`src/rtl/dff_bank_arbiter.sv`:
```
// Round-robin sequencer that is the sole writer of a shared WIDTH-bit q/qbar
// register: grant one requester, capture its data, then stay busy for HOLD cycles.
module dff_bank_arbiter #(
  parameter int NREQ  = 4,
  parameter int WIDTH = 8,
  parameter int HOLD  = 2
) (
  input  logic                     clk,
  input  logic                     rst,
  input  logic [NREQ-1:0]          req,
  input  logic [NREQ*WIDTH-1:0]    din,
  input  logic                     clr,
  output logic [NREQ-1:0]          gnt,
  output logic [WIDTH-1:0]         q,
  output logic [WIDTH-1:0]         qbar,
  output logic [$clog2(NREQ)-1:0]  owner,
  output logic                     busy
);

  localparam int IW = $clog2(NREQ);
  localparam int EW = IW + 1;
  localparam logic [3:0] HOLD_INIT = 4'(HOLD);

  typedef enum logic [1:0] {
    S_IDLE,
    S_CAPTURE,
    S_HOLD
  } state_t;

  state_t           state_reg;
  logic [IW-1:0]    ptr_reg;
  logic [IW-1:0]    win_reg;
  logic [3:0]       cnt_reg;
  logic             clr_pend_reg;

  logic [WIDTH-1:0] din_arr [NREQ];
  logic [IW-1:0]    winner_next;
  logic [EW-1:0]    scan_idx;
  logic             scan_found;
  logic             any_req;

  genvar gi;
  generate
    for (gi = 0; gi < NREQ; gi++) begin : g_din
      assign din_arr[gi] = din[gi*WIDTH +: WIDTH];
    end
  endgenerate

  assign any_req = |req;

  // Scan from the slot after the last owner, wrapping, and keep the first hit.
  always_comb begin
    winner_next = ptr_reg;
    scan_found  = 1'b0;
    scan_idx    = '0;
    for (int k = 1; k <= NREQ; k++) begin
      scan_idx = EW'(ptr_reg) + EW'(k);
      if (scan_idx >= EW'(NREQ)) begin
        scan_idx = scan_idx - EW'(NREQ);
      end
      if (!scan_found && req[scan_idx[IW-1:0]]) begin
        scan_found  = 1'b1;
        winner_next = scan_idx[IW-1:0];
      end
    end
  end

  always_ff @(posedge clk or negedge rst) begin
    if (!rst) begin
      state_reg    <= S_IDLE;
      gnt          <= '0;
      q            <= '0;
      qbar         <= '1;
      owner        <= '0;
      busy         <= 1'b0;
      ptr_reg      <= IW'(NREQ - 1);
      win_reg      <= '0;
      cnt_reg      <= '0;
      clr_pend_reg <= 1'b0;
    end else begin
      case (state_reg)
        S_IDLE: begin
          // A clear (fresh or deferred) takes the whole IDLE cycle; no grant alongside it.
          if (clr || clr_pend_reg) begin
            q            <= '0;
            qbar         <= '1;
            clr_pend_reg <= 1'b0;
          end else if (any_req) begin
            gnt       <= NREQ'(1) << winner_next;
            win_reg   <= winner_next;
            busy      <= 1'b1;
            state_reg <= S_CAPTURE;
          end
        end

        S_CAPTURE: begin
          q       <= din_arr[win_reg];
          qbar    <= ~din_arr[win_reg];
          owner   <= win_reg;
          ptr_reg <= win_reg;
          gnt     <= '0;
          if (clr) begin
            clr_pend_reg <= 1'b1;
          end
          if (HOLD == 0) begin
            busy      <= 1'b0;
            state_reg <= S_IDLE;
          end else begin
            cnt_reg   <= HOLD_INIT;
            state_reg <= S_HOLD;
          end
        end

        S_HOLD: begin
          if (clr) begin
            clr_pend_reg <= 1'b1;
          end
          if (cnt_reg == 4'd1) begin
            busy      <= 1'b0;
            state_reg <= S_IDLE;
          end
          cnt_reg <= cnt_reg - 4'd1;
        end

        default: begin
          state_reg <= S_IDLE;
        end
      endcase
    end
  end

endmodule

```
`config.mk`:
```
export PLATFORM = sky130hd
export DESIGN_NAME = dff_bank_arbiter
export DESIGN_NICKNAME = d
export VERILOG_FILES = /design/src/rtl/dff_bank_arbiter.sv
export SDC_FILE = /design/constraint.sdc
export NUM_CORES = 1
export LEC_CHECK = 0
export ABC_CLOCK_PERIOD_IN_PS = 1800
export BUFFER_PORTS_ARGS = -buffer_cell sky130_fd_sc_hd__buf_2
export CAP_MARGIN = 20
export CORE_ASPECT_RATIO = 1.1
export CORE_UTILIZATION = 44
export DETAILED_ROUTE_END_ITERATION = 7
export PLACE_DENSITY = 0.75
export SYNTH_ARGS = -nofsm -noshare
export SYNTH_HDL_FRONTEND = slang
export SYNTH_SLANG_ARGS = --single-unit
```
`constraint.sdc`:
```
create_clock -name clk -period 1.8 [get_ports clk]
set_input_delay 0.36 -clock clk [delete_from_list [all_inputs] [get_ports clk]]
set_output_delay 0.36 -clock clk [all_outputs]
set_load 0.02 [all_outputs]
```
==> results of run 1 <==
power by group through the flow:
stage               sequential, W  clock (W)  combinational [W]
floorplan                 0.00140          0            0.00107
global placement          0.00131          0            0.00170
detailed placement        0.00131          0            0.00173
CTS                       0.00130   0.000589            0.00174
global route              0.00133   0.000618            0.00193
finish                    0.00130   0.000576            0.00174
area by class of cell:
class | instances | area, sq um | share of cell area
Tap cell | 50 | 62.6 | 0.0277
Inverter | 10 | 37.5 | 0.0166
Timing Repair Buffer | 69 | 365 | 0.162
Multi-Input combinational cell | 109 | 842 | 0.372
Sequential cell | 34 | 863 | 0.382
Clock inverter | 1 | 5.00 | 0.00221
Clock buffer | 7 | 86.3 | 0.0382
synthesized netlist by cell type (all sizes together) (2+ instances only):
master / number / share of area
nand2b: 5 / 0.022
inv: 10 / 0.021
dfrtp: 24 / 0.34
mux2: 2 / 0.013
nor2: 21 / 0.045
and3: 10 / 0.039
a21o: 10 / 0.043
buf: 2 / 0.0057
mux4: 8 / 0.10
ha: 6 / 0.043
o31ai: 5 / 0.021
dfstp: 10 / 0.15
o21ai: 12 / 0.034
clkbuf: 3 / 0.0064
o31a: 2 / 0.010
a21oi: 7 / 0.020
nor3: 3 / 0.015
nand2: 5 / 0.011
a31oi: 3 / 0.011
logic make-up after synthesis:
| family | share of synthesized area |
|---|---|
| fa+ha+maj | 0.0427 |
| simple gates | 0.163 |
| flops | 0.491 |
| compound gates | 0.148 |
| buf+inv | 0.0335 |
| mux | 0.121 |
per-layer routing:
layer / wire length, microns / vias to the layer above / GRT usage
met5: 0 / - / 0
met4: 55 / 0 / 0.0872
met3: 275 / 6 / 0.0717
met2: 1870 / 55 / 0.346
met1: 1660 / 696 / 0.251
li1: - / 712 / -
cell usage in the layout (no fill, tap or decap), drive strengths merged, types with 7 or more instances in the layout:
master	synthesis	layout
buf	2	69
dfrtp	24	24
nor2	21	21
o21ai	12	12
inv	10	10
a21o	10	10
dfstp	10	10
and3	10	10
mux4	8	8
a21oi	7	7
clkbuf	3	7
per-stage QoR:
stage	cell area (sq um)	total power (W)
after global placement	2160	0.00300
after detailed placement	2160	0.00304
final	2260	0.00362
after floorplan	1760	0.00247
after CTS	2250	0.00363
after global routing	2260	0.00388
worst register-to-register path: stages, from the launching register on:
cell,delay (ns)
dfstp_2,0.59
nand2_1,0.07
and3_4,0.18
or4b_1,0.55
o31ai_2,0.22
worst paths after layout:
| path | from | end | slack, ns | cells after the start |
|---|---|---|---|---|
| setup / recovery | ptr_reg[1] | gnt[2] | 0.11 | 4 |
| hold / removal | rst | state_reg[0] | 0.10 | 2 |
| setup reg to reg | ptr_reg[1] | gnt[2] | 0.11 | 4 |
| hold reg to reg | q[5] | q[5] | 0.47 | 1 |
| max in group asynchronous | rst | ptr_reg[0] | 1.36 | 2 |
| min in group clk | clr | clr_pend_reg | 0.42 | 3 |
timing repair:
| action | in CTS | in global routing |
|---|---|---|
| resized for setup | 0 | 2 |
| hold endpoints to repair | 0 | 0 |
| endpoints found under the setup margin | 0 | 3 |
==> impl_metrics.yaml, run 1 <==
clocking:
  postCtsSetupRepairBufs: 0
  hold_buffers: 0
  cts_tree: "done"
  cts.sinks: 34
  clock_path_buffers: 2
  clkTransAtPathRegs_ns: 0.07
  cts-root-buf: "clkbuf_8"
  cts-htree-levels: 2
  cts_buffers: 5
  clk_latency_ns: 0.28
worst_setup_path:
  worstPathCellList: "nand2_1, and3_4, or4b_1, o31ai_2"
  worstPathRequired_ns: 1.99
  end_kind: "flip-flop"
  slowest_delay_ns: 0.59
  crit_buf_inv: 0
  cp_top_family: "simple AND/OR/NAND/NOR gates"
  cp.arrival_ns: 1.88
  critPathSlowestCell: "dfstp_2"
  crit_type: "reg -> reg"
  crit_path_start_kind: "flip-flop"
  cp_max_fo: 8
placement:
  dpl.hpwl_mm: 2.99
  placedCellCount: 272
  globalplace.congestion: 0.797
  place_ws_ns: 0.0375
  place.port_buffers: 61
routing:
  num_vias: 1469
  totalWireLength_mm: 3.87
  drt_iter0_drc: 55
  antenna_left: 0
  vias_per_cell: 5.25
  routedWlPerCell_microns: 13.8
  dr.pass1.iters: 4
  drc_errors: 0
logic_synthesis:
  synthArstFlopShare: 1.00
  synth_edf_count: 0
  synthCells: 158
  syn_avg_cell_area_sq_um: 11.1
  yosysUniqueCellTypes: 34
  yosysSeqAreaShare: 0.491
  syn-num-nets: 203
  ys_ff_latch: 34
  syn_area_sq_mm: 0.00176
  ys_warn_count: 0
  synth_ff_type: "dfrtp_1"
floorplanning:
  die-height_microns: 68.3
  die_w_microns: 62.2
  initial_core_util: 0.470
  dieArea_sq_mm: 0.00425
  coreArea_sq_mm: 0.00374
  rows: 23
  io_pins: 62
global_routing:
  grt_usage: 0.208
  grt_pass1_wl_mm: 6.66
  grt_pass1_vias: 1436
  antenna_found_initial: 0
  grt_max_degree: 35
  grt_overflow: 0
timing:
  skew_ns: 0.00500
  setup_slack_ns: 0.114
  worst_slew_pin_slew_ns: 0.423
  min_period_ns: 1.69
  final-hold-violation-count: 0
  setup_viol: 0
  fmax_ghz: 0.593
  finalCritPeriodShare: 0.937
  setup_tns_ns: 0
  whs_ns: 0.102
  grt_setup_unrepaired: "no"
  relSlewSlack: 0.716
  slew_violations: 0
layout:
  drive_gt1_frac: 0.439
  fin_nets: 274
  finalCoreUtilization: 0.605
  fillerInstances: 329
  reg.largest.list: "q (8), qbar (8)"
  diodes: 0
  fin_cells: 280
  area_delta_synth_final_pct: 28.8
power_and_ir_drop:
  swShare: 0.403
  pwr-share-clk: 0.159
  power.share.sequential: 0.359
  powerDensity_mw_per_mm2: 1600
  leakagePower_nw: 1.18
  intPower_w: 0.00216
  irDropWorstVdd_mv: 0.886
  switchingPower_w: 0.00146
  combPwrFrac: 0.482
run:
  drv_cap: 0
hold_path:
  min_path_type: "in -> async"
run_status:
  status: "complete, no violations"
No activity file was read; power rests on OpenSTA's default activity.
==> run 2, diff against run 1 <==
Settings changed: ABC_AREA from default to 1, ABC_CLOCK_PERIOD_IN_PS 1800 to 2100, CORE_UTILIZATION 44 to 54, PLACE_DENSITY 0.75 to 0.84.
Clock period 1.8 ns to 2.1 ns, I/O delays scaled along.
==> run 2 against run 1 <==
Net effect:
- final cell count up 31%
- setup slack better by 0.21 ns
- total power up 1.8%
- register-to-register slack better by 0.21 ns
- wire length up 10%
- cell area up 4.1%
==> impl_metrics.yaml, run 2 <==
run_status:
  status: "complete, no violations"
worst_setup_path:
  cp-startpoint: "state_reg[0]"
  end_kind: "flip-flop"
  cp_num_cells: 8
  cp_max_fo: 16
  slowest_delay_ns: 0.40
  cp_top_family: "simple AND/OR/NAND/NOR gates"
  r2r_start: "state_reg[0]"
  reg2reg_to: "qbar[3]"
  crit_buf_inv: 3
  endpoint: "qbar[3]"
  crit_type: "reg -> reg"
  rr_worst_depth: 8
  worstPathRequired_ns: 2.39
  crit_path_start_kind: "flip-flop"
  worstPathCellList: "inv_1, ha_1, inv_1, nor2_1, nor2_2, inv_2, nand3_1, o21a_1"
  cpMostUsedCell: "inv_1"
  rrSetupSlack_ns: 0.32
  cp.arrival_ns: 2.07
  critPathSlowestCell: "dfrtp_1"
timing:
  setup_slack_ns: 0.319
  skew_ns: 0.00684
  finalCritPeriodShare: 0.848
  min_period_ns: 1.78
  setup_viol: 0
  slew_violations: 0
  relSlewSlack: 0.514
  final-hold-violation-count: 0
  setup_tns_ns: 0
  worst_slew_pin_slew_ns: 0.729
  fmax_ghz: 0.562
  grt_setup_unrepaired: "no"
floorplanning:
  io_pins: 62
  initial_core_util: 0.574
  dieArea_sq_mm: 0.00387
  die-height_microns: 65.2
  rows: 22
  die_w_microns: 59.4
  coreArea_sq_mm: 0.00341
power_and_ir_drop:
  leakagePower_nw: 1.26
  irDropWorstVdd_mv: 0.724
  powerDensity_mw_per_mm2: 1560
  power_w: 0.00368
routing:
  routedWlPerCell_microns: 11.6
  dr.pass1.iters: 4
  drt_iter0_drc: 81
  num_vias: 1847
  vias_per_cell: 5.03
  drc_errors: 0
  totalWireLength_mm: 4.27
  antenna_left: 0
logic_synthesis:
  synth_ff_type: "dfrtp_1"
  yosysUniqueCellTypes: 30
  synth.most_common_cell: "nand2_1"
  synthArstFlopShare: 1.00
  yosysSeqAreaShare: 0.441
  synth_top_cell_area_share: 0.307
  synthTopCellsByArea: "dfrtp_1 (31%), nand2_1 (16%), dfstp_2 (13%)"
  synth_edf_count: 0
  yosys.area.top_type: "dfrtp_1"
  synth_commonest_cells: "nand2_1 (85), dfrtp_1 (24), nand3_1 (21), o21ai_0 (21), nor2_1 (17)"
  syn_avg_cell_area_sq_um: 7.68
  ys_ff_latch: 34
  syn-num-nets: 300
  ys_warn_count: 0
  synthCells: 255
  syn_area_sq_mm: 0.00196
clocking:
  postCtsSetupRepairBufs: 0
  hold_buffers: 0
  cts_resized: 0
  cts-root-buf: "clkbuf_4"
  cts.sinks: 34
  clk_latency_ns: 0.34
  cts-htree-levels: 2
  cts_tree: "done"
  clkTransAtPathRegs_ns: 0.10
  clock_path_buffers: 2
  cts_buffers: 5
global_routing:
  grt_usage: 0.242
  grt_pass1_vias: 1690
  grt_pass1_wl_mm: 6.96
  grt_overflow: 0
  antenna_found_initial: 0
  grt_max_degree: 35
layout:
  layout_common_cells: "nand2_1 (85), buf_2 (61), dfrtp_1 (24), o21ai_0 (21), nand3_1 (21)"
  area_delta_synth_final_pct: 20.2
  diodes: 0
  fillerInstances: 340
  fin_nets: 363
  multi_input_area_sq_um: 972
  stdcell_area_sq_mm: 0.00236
  final_common_cell: "nand2_1"
  finalCoreUtilization: 0.690
  reg.largest.list: "q (8), qbar (8)"
  area.sequential_sq_um: 863
  drive_gt1_frac: 0.310
placement:
  place.port_buffers: 61
  place_ws_ns: 0.347
  globalplace.congestion: 0.811
  place_area_sq_mm: 0.00230
  dpl.hpwl_mm: 3.23
run:
  drv_cap: 0
hold_path:
  min_path_type: "in -> async"
run 2: cell types whose count changed after synthesis, moves of 8 or more:
cell	before	now
a21o_1	10	0
nand2_1	5	85
and3_1	8	0
o21a_1	0	8
mux4_2	8	0
o21ai_0	11	21
nand3_1	1	21
run 2: area by class of cell:
| class | instances | share of cell area |
|---|---|---|
| multi-input combinational | 192 | 0.413 |
| sequential | 34 | 0.366 |
| timing repair buffer | 63 | 0.136 |
| inverter | 22 | 0.0377 |
| tap | 48 | 0.0255 |
| clock buffer | 6 | 0.0175 |
| clock inverter | 2 | 0.00425 |
run 2: worst min-delay path by stage:
stage | slack [ns] | endpoint
global route | 0.18 | q[4]
detailed placement | 0.46 | qbar[4]
global placement | 0.46 | qbar[6]
CTS | 0.14 | owner[1]
floorplan | 0.12 | busy
finish | 0.13 | q[7]
run 2: layer usage:
metal  global-route usage  share of wire  vias up
met5                    0              0        -
met4                0.119          0.020        0
met3               0.0354          0.063        7
met2                0.419           0.46       60
met1                0.290           0.46      822
li1                     -              -      958
run 2: cell families after synthesis:
group / count (synthesis) / synth area share
AO/OA/AOI/OAI: 48 / 0.140
adder cells (fa/ha/maj): 6 / 0.0383
buffers and inverters: 29 / 0.0632
flip-flops: 34 / 0.441
AND/OR/NAND/NOR: 138 / 0.317
run 2: through the flow:
step                std cells  hold slack (ns)
global placement          359            0.455
finish                    367            0.131
CTS                       367            0.142
detailed placement        359            0.459
global route              367            0.180
floorplan                 255            0.124
run 2: where the power goes:
group | switching [W] | total, W | internal (W) | leakage (nW)
Combinational | 0.00141 | 0.00213 | 0.000719 | 0.814
Sequential | 0.000202 | 0.00121 | 0.00101 | 0.412
Clock | 0.000217 | 0.000344 | 0.000127 | 0.0320
==> run 3, diff against run 2 <==
Settings changed: ABC_CLOCK_PERIOD_IN_PS 2100 to 1600, CORE_UTILIZATION 54 to 46, PLACE_DENSITY 0.84 to 0.76.
Clock period 2.1 ns to 1.6 ns, I/O delays scaled along.
==> run 3 against run 2 <==
Net effect:
- the flow now finishes with violations (setup timing)
- clock power rose to 2.8 times the previous value
- critical path type unchanged
- non-clock buffer count grew 18
- worst hold slack got worse by 0.089 ns
==> impl_metrics.yaml, run 3 (synthesized netlist as in run 2, its figures left out) <==
routing:
  vias_per_cell: 5.08
  antenna_left: 0
  drc_errors: 0
  drt_iter0_drc: 82
  totalWireLength_mm: 5.01
  dr.pass1.iters: 5
  num_vias: 1981
  routedWlPerCell_microns: 12.8
clocking:
  clock_path_buffers: 2
  cts.sinks: 34
  clkTransAtPathRegs_ns: 0.08
  cts-root-buf: "clkbuf_8"
  hold_buffers: 0
  cts_buffers: 5
  clk_latency_ns: 0.29
  cts_tree: "done"
  cts-htree-levels: 2
power_and_ir_drop:
  leakagePower_nw: 1.42
  irDropWorstVdd_mv: 0.959
  powerDensity_mw_per_mm2: 2250
  power_w: 0.00610
global_routing:
  met1_usage: 0.293
  grtUsageMet3: 0.0588
  grt_max_degree: 35
  use_met2: 0.398
  top_usage_layer: "met2"
  antenna_found_initial: 0
  grt_usage: 0.233
  grt_pass1_vias: 1820
  grt_overflow: 0
  grt_pass1_wl_mm: 8.11
run:
  drv_cap: 0
timing:
  setup_viol: 4
  final-hold-violation-count: 0
  grt_setup_unrepaired: "yes"
  worst_slew_pin_slew_ns: 0.415
  relSlewSlack: 0.724
  setup_tns_ns: -0.188
  slew_violations: 0
  skew_ns: 0.00541
  finalCritPeriodShare: 1.04
  min_period_ns: 1.66
  whs_ns: 0.0427
  setup_slack_ns: -0.0618
  fmax_ghz: 0.602
worst_setup_path:
  r2r_start: "ptr_reg[1]"
  end_kind: "flip-flop"
  crit_type: "reg -> reg"
  worstPathRequired_ns: 1.83
  cp.arrival_ns: 1.90
  crit_path_start_kind: "flip-flop"
  cp_max_fo: 6
  cp-startpoint: "ptr_reg[1]"
floorplanning:
  initial_core_util: 0.487
  die-height_microns: 70.5
  rows: 24
  die_w_microns: 64.2
  dieArea_sq_mm: 0.00452
  io_pins: 62
  coreArea_sq_mm: 0.00402
layout:
  stdcell_area_sq_mm: 0.00272
  drive_gt1_frac: 0.411
  final_common_cell: "nand2_1"
  layout_common_cells: "nand2_1 (75), buf_2 (61), dfrtp_1 (24), o21ai_0 (20), buf_4 (18)"
  area_delta_synth_final_pct: 38.6
  fin_nets: 382
  diodes: 0
  finalCoreUtilization: 0.675
  reg.largest.list: "q (8), qbar (8)"
placement:
  place.port_buffers: 61
  globalplace.congestion: 0.800
  place_area_sq_mm: 0.00240
  dpl.hpwl_mm: 3.51
hold_path:
  min_path_type: "in -> async"
run_status:
  violations: "setup timing"
  status: "complete, but fails checks"
-- run 3: changes by cell type in the layout (fill, tap and decap cells not counted), moves of 3 or more --
cell      change
buf_4        +16
clkbuf_4      -5
clkbuf_8      +5
nand2_1      -10
nand2_2       +5
nand2_4       +4
nand3_1       -5
nand3_2       +5
nor2_1        -3
-- run 3: worst paths after layout --
check                                to  slack, ns  cells after the start
worst max-delay path             gnt[1]      -0.06                     12
worst min-delay path               q[2]       0.04                      2
worst max register to register   gnt[1]      -0.06                     12
worst min register to register  qbar[5]       0.47                      2
max in group asynchronous       qbar[1]       1.23                      2
min in group clk                qbar[5]       0.42                      6
-- run 3: metal layers --
metal  share of wire  vias up
met5               0        -
met4           0.016        0
met3           0.061       10
met2            0.48       67
met1            0.44      911
li1                -      993
-- run 3: layout make-up --
| cell class | count | area, sq um |
|---|---|---|
| Clock inverter | 3 | 68.8 |
| Multi-Input combinational cell | 192 | 1070 |
| Inverter | 22 | 98.8 |
| Clock buffer | 5 | 68.8 |
| Sequential cell | 34 | 863 |
| Tap cell | 52 | 65.1 |
| Fill cell | 324 | 1310 |
| Timing Repair Buffer | 81 | 472 |
| Timing Repair inverter | 1 | 6.26 |
-- run 3: per-stage QoR --
stage                     setup WS [ns]  cells
after floorplan                  0.0335    255
after global routing             -0.141    390
after global placement          0.00805    375
after detailed placement        -0.0458    375
final                           -0.0618    390
after CTS                      -0.00835    386
-- run 3: power breakdown --
group          switching, W  internal (W)  leakage [nW]
Clock              0.000340      0.000624        0.0683
Combinational       0.00222       0.00134         0.937
Sequential         0.000243       0.00132         0.412
Total               0.00281       0.00329          1.42
-- run 3: repair_timing --
action                     CTS  global route
gates cloned                 0             1
hold endpoints to repair     0             0
pin swaps                    2             3
setup endpoints to repair    5            16
buffers inserted             3             3
resized for setup           10            25
-- run 3: worst max-delay path, cell delays in order (launching register included) --
cell     delay [ns]
dfstp_2        0.61
inv_2          0.10
nand2_1        0.11
nand2_4        0.07
nand2_4        0.09
nand2_8        0.07
nand2_1        0.08
nand2_2        0.08
nand2_4        0.09
nand2_4        0.06
nor2_4         0.11
nand3_2        0.07
nand2_1        0.05
